[src/rtl/pwm_duty_sweep_if.sv]
// pwm_duty_sweep_if: control inputs and duty outputs of the duty-cycle sweep generator
interface pwm_duty_sweep_if #(
    parameter int WIDTH = 10
);
    logic             en;
    logic             tick;
    logic [WIDTH-1:0] step;
    logic             saw;
    logic [WIDTH-1:0] duty;
    logic             load;
    logic             at_top;
    modport master (output en, tick, step, saw, input duty, load, at_top);
    modport slave  (input en, tick, step, saw, output duty, load, at_top);
endinterface

[src/rtl/pwm_duty_sweep.sv]
// pwm_duty_sweep: triangle/sawtooth duty sweep with dwell at the extremes, feeding pwm load/data
module pwm_duty_sweep #(
    parameter int WIDTH    = 10,
    parameter int MAX_DUTY = 999,
    parameter int HOLD     = 4
) (
    input logic            clk,
    input logic            rst,
    pwm_duty_sweep_if.slave bus
);
    localparam int CW = HOLD > 0 ? $clog2(HOLD + 1) : 1;
    localparam logic [WIDTH:0]   MAX_S  = (WIDTH + 1)'(MAX_DUTY);
    localparam logic [WIDTH-1:0] MAX_D  = WIDTH'(MAX_DUTY);
    localparam logic [CW-1:0]    HOLD_C = CW'(HOLD);

    typedef enum logic [2:0] {IDLE, RISE, TOP_HOLD, FALL, BOT_HOLD} state_t;

    state_t           state, next_state, rise_state, fall_state;
    logic [WIDTH-1:0] duty, next_duty, rise_duty, fall_duty;
    logic [WIDTH:0]   sum;
    logic [CW-1:0]    cnt, next_cnt;
    logic             load, ev, in_hold, hold_done;

    // The leaving event of a hold immediately performs the next phase's step,
    // so each dwell lasts exactly HOLD events with no duty change.
    assign ev         = bus.tick && bus.en;
    assign sum        = {1'b0, duty} + {1'b0, bus.step};
    assign rise_duty  = sum >= MAX_S ? MAX_D : sum[WIDTH-1:0];
    assign rise_state = sum >= MAX_S ? TOP_HOLD : RISE;
    assign fall_duty  = bus.step >= duty ? '0 : duty - bus.step;
    assign fall_state = bus.step >= duty ? BOT_HOLD : FALL;
    assign in_hold    = state == TOP_HOLD || state == BOT_HOLD;
    assign hold_done  = cnt == HOLD_C;

    // State, duty and dwell counter registers; load flags a changed duty
    always_ff @(posedge clk) begin
        if (rst) begin
            state <= IDLE;
            duty  <= '0;
            load  <= 1'b0;
            cnt   <= '0;
        end else begin
            state <= next_state;
            duty  <= next_duty;
            load  <= next_duty != duty;
            cnt   <= next_cnt;
        end
    end

    // Next state, next duty and dwell count, advanced only on enabled ticks
    always_comb begin
        next_state = state;
        next_duty  = duty;
        if (ev) begin
            case (state)
                IDLE:     next_state = RISE;
                RISE: begin
                    next_state = rise_state;
                    next_duty  = rise_duty;
                end
                TOP_HOLD: if (hold_done) begin
                    next_state = bus.saw ? BOT_HOLD : fall_state;
                    next_duty  = bus.saw ? '0 : fall_duty;
                end
                FALL: begin
                    next_state = fall_state;
                    next_duty  = fall_duty;
                end
                BOT_HOLD: if (hold_done) begin
                    next_state = rise_state;
                    next_duty  = rise_duty;
                end
                default:  next_state = IDLE;
            endcase
        end
        next_cnt = !ev ? cnt : (in_hold && next_state == state) ? cnt + 1'b1 : '0;
    end

    // Drive the bus outputs from the registered state
    always_comb begin
        bus.duty   = duty;
        bus.load   = load;
        bus.at_top = state == TOP_HOLD;
    end
endmodule
[src/flat_wrapper.sv]
// flat-port wrapper written by rule: the top's interface ports become plain ports
module pwm_duty_sweep_flat 
#(
    parameter int WIDTH    = 10,
    parameter int MAX_DUTY = 999,
    parameter int HOLD     = 4
)
  (clk, rst, bus_en, bus_tick, bus_step, bus_saw, bus_duty, bus_load, bus_at_top);
  pwm_duty_sweep_if #(.WIDTH(WIDTH)) bus_i ();
  input logic clk;
  input logic rst;
  input wire logic [$bits(bus_i.en)-1:0] bus_en;
  input wire logic [$bits(bus_i.tick)-1:0] bus_tick;
  input wire logic [$bits(bus_i.step)-1:0] bus_step;
  input wire logic [$bits(bus_i.saw)-1:0] bus_saw;
  output wire logic [$bits(bus_i.duty)-1:0] bus_duty;
  output wire logic [$bits(bus_i.load)-1:0] bus_load;
  output wire logic [$bits(bus_i.at_top)-1:0] bus_at_top;
  assign bus_i.en = bus_en;
  assign bus_i.tick = bus_tick;
  assign bus_i.step = bus_step;
  assign bus_i.saw = bus_saw;
  assign bus_duty = bus_i.duty;
  assign bus_load = bus_i.load;
  assign bus_at_top = bus_i.at_top;
  pwm_duty_sweep #(.WIDTH(WIDTH), .MAX_DUTY(MAX_DUTY), .HOLD(HOLD)) u_core (.clk(clk), .rst(rst), .bus(bus_i));
endmodule
[config.mk]
export PLATFORM = sky130hd
export DESIGN_NAME = pwm_duty_sweep_flat
export DESIGN_NICKNAME = d
export VERILOG_FILES = /design/src/rtl/pwm_duty_sweep_if.sv /design/src/rtl/pwm_duty_sweep.sv /design/src/flat_wrapper.sv
export SDC_FILE = /design/constraint.sdc
export NUM_CORES = 1
export LEC_CHECK = 0
export CORE_ASPECT_RATIO = 0.75
export CORE_MARGIN = 1.5
export CORE_UTILIZATION = 30
export CTS_CLUSTER_SIZE = 10
export DETAILED_ROUTE_END_ITERATION = 6
export SLEW_MARGIN = 0
export SYNTH_ARGS = -nofsm -noshare
export SYNTH_HDL_FRONTEND = slang
export SYNTH_SLANG_ARGS = --single-unit
[constraint.sdc]
create_clock -name clk -period 8.87 [get_ports clk]
set_input_delay 1.774 -clock clk [delete_from_list [all_inputs] [get_ports clk]]
set_output_delay 1.774 -clock clk [all_outputs]
set_load 0.02 [all_outputs]
==> results.md <==
* Status: finished clean
* Startpoint Class: input port
* CTS clock-pin slew for the worst setup and hold paths at 0.05 ns
* Synth Flop Type: dfxtp_1
* Avg Synthesized Cell Area at 6.91 sq um
* Post-CTS setup buffer count at 0
* Synth Cell Area at 0.00259 sq mm
* Layout cell share with drive strength beyond 1 at 0.0541
* CP Data Required Time at 8.96 ns
* Peak Freq at 183 MHz
* Number of diodes at 0
* First-pass GRT wire length at 13800 um
* CP max stage delay at 0.83 ns
* Final hold violation count at 0
* Reg-to-Reg Start: u_core.bus.duty[0]
* Worst Reg-to-Reg Cells at 13
* Vias/cell at 5.86
* Buf/Inv on CP at 2
* WHS at 0.487 ns
* Most frequent cells in the layout: 66 x nor2_1, 35 x a21oi_1, 29 x inv_1
* Setup WS post-layout at 3.40 ns
* Min-Delay Path Class: flop to flop
* Setup Skew at 0.00343 ns
* GRT Overall Usage at 0.192
* DR pass1 iterations at 5
* Worst slew pin tran at 0.897 ns
* Worst path cell trace: clkdlybuf4s50_1, inv_1, ha_1, nand2b_1, a2111oi_0, nor3_1, xnor2_1, o2111ai_1, o21ai_2, o31a_1, nor2_1, o41ai_1, a41oi_1
* Crit Path Max Fanout at 6
* Routed len/inst at 17.7 um
* Most common cell after layout, fill and taps aside: nor2_1
* FF-to-FF setup slack at 4.95 ns
* R2r endpoint: u_core.bus.load
* Worst EP arrival at 5.56 ns
* Post-synth EDFFs at 0
* WHS Path Cells at 2
* Slew Viols, Final at 0
* Post-detail-place hpwl at 6870 um
* Routed WL at 8770 um
* Element type at the critical path end: flop
* Clk buf depth at 2
* Min cycle time layout at 5.47 ns
* Layout Nets at 428
* GRT overflow at 0
* Port-buffer cells at 26
* Synthesis-stage register bit count at 17
* CP Class: input port to flop
* Io pins at 27
* Area growth syn-to-layout at 15.3%
* Mapped Nets at 414
* Slowest-stage cell, CP: a2111oi_0
* Final setup fails at 0
* Total negative setup slack at 0 ns
* Initial core utilization at 0.308
* Antenna-violating nets left at 0
* TritonCTS clock tree: done
* CTS buffer count at 3
* Placement Setup Slack at 3.23 ns
* Synth async-reset ratio at 0
* Die area at 0.00921 sq mm
* Distinct cells, synth at 73
* H-tree depth at 1
* # hold bufs at CTS at 0
* Initial drt markers at 278
* Rel. slew slack at 0.387
* Die extent in y at 83.5 um
* Via Count at 2905
* Hold path endpoint: u_core.cnt[2]
* Placer Congestion at 0.937
* Pin count of the biggest net entering global routing at 18
* Core box area at 0.00842 sq mm
* Remaining DRCs at 0
* RSZ-0062 raised after global routing: no
* Seq/Total Area, Yosys at 0.131
* Pwr per Cell Area at 99.7 mW/mm^2
* Vias in the first global route at 2510
* Fin crit share at 0.617
* Root buf cell: clkbuf_16
* Initial antenna violation count at 0
* Skew-Pair Late Insertion Delay at 0.25 ns
* Die Width at 110 um
* Lkg Pwr at 1.06 nW
* Max_cap viols at 0
* Gates resized, CTS repair at 0
* Yosys warning count at 0
* Cell count after synthesis at 375
* CP top delay family: compound AO/OA/AOI/OAI gates
* Site Rows at 29
* Post-layout util at 0.355
* Hold Crit Start: u_core.cnt[2]
* CTS Sinks at 17
* VDD IR max at 0.0760 mV
* # fillers at 931
[where the power goes]
group / leakage [nW] / switching (W) / internal [W]
logic: 0.880 / 0.0000737 / 0.0000447
registers: 0.138 / 0.00000825 / 0.0000797
clock network: 0.0409 / 0.0000312 / 0.0000604
[cells by family (layout without fill, tap and decap cells)]
family / count (synthesis) / in the layout / share of synthesized area
DFF: 17 / 17 / 0.131
muxes: 2 / 2 / 0.00773
xor gates and xnor gates: 11 / 11 / 0.0372
and+or+nand+nor: 148 / 148 / 0.290
adders and majority gates: 24 / 24 / 0.122
buffers and inverters: 47 / 60 / 0.0754
AOI/OAI and AO/OA: 126 / 126 / 0.337
[per-stage QoR]
step	instance area [sq um]	std cells	total power (W)
2_1_floorplan	2590	375	0.000168
3_3_place_gp	2910	492	0.000205
3_5_place_dp	2910	492	0.000204
4_1_cts	2990	496	0.000296
5_1_grt	2990	496	0.000314
6_report	2990	496	0.000298
[worst reg2reg max path: cells and delay by family (launching register included)]
family	cells	cell delay, ns
buffers and inverters	1	0.07
and+or+nand+nor	2	0.14
AOI/OAI and AO/OA	8	2.62
DFF	1	0.44
adders and majority gates	2	0.50
[per-layer routing]
metal / routed length [um] / share of wire / global-route usage
met1: 4400 / 0.50 / 0.316
met2: 3450 / 0.39 / 0.257
met3: 892 / 0.10 / 0.0351
met4: 34 / 0.0039 / 0.0245
met5: 0 / 0 / 0
[worst max path at each step]
stage                startpoint              end  slack (ns)  depth (start not counted)
finish              bus_step[1]  u_core.bus.load        3.40                         13
floorplan           bus_step[0]  u_core.bus.load        4.52                         13
detailed placement  bus_step[1]  u_core.bus.load        3.23                         13
global placement    bus_step[1]  u_core.bus.load        3.18                         13
global route        bus_step[1]  u_core.bus.load        3.26                         13
CTS                 bus_step[1]  u_core.bus.load        3.47                         13
[registers in the layout, indices dropped and copies added, names as in the netlist]
signal           count
u_core.state         3
u_core.bus.load      1
u_core.cnt           3
u_core.bus.duty     10
[area by class of cell]
type,instances,area [sq um],area share
Sequential cell,17,340,0.114
Tap cell,108,135,0.0452
Multi-Input combinational cell,311,2050,0.688
Timing Repair Buffer,27,268,0.0897
Clock inverter,1,5.00,0.00168
Clock buffer,3,75.1,0.0251
Inverter,29,109,0.0364
[synth_stat cells (all sizes together), types with 4 or more instances]
cell | n | area, sq um
nand2 | 17 | 66.3
nor4 | 5 | 46.3
nor2b | 4 | 25.0
ha | 22 | 275
a21oi | 36 | 184
clkbuf | 9 | 33.8
buf | 9 | 52.5
xnor2 | 9 | 78.8
o41ai | 4 | 35.0
o31a | 4 | 35.0
o211ai | 4 | 35.0
nand2b | 8 | 50.1
nor3 | 16 | 85.1
nor2 | 66 | 248
and2 | 9 | 58.8
nand3 | 5 | 37.5
or3 | 5 | 36.3
inv | 29 | 109
a211oi | 11 | 87.6
o21ai | 26 | 134
dfxtp | 17 | 340
Power figures use the tool's default switching activity.
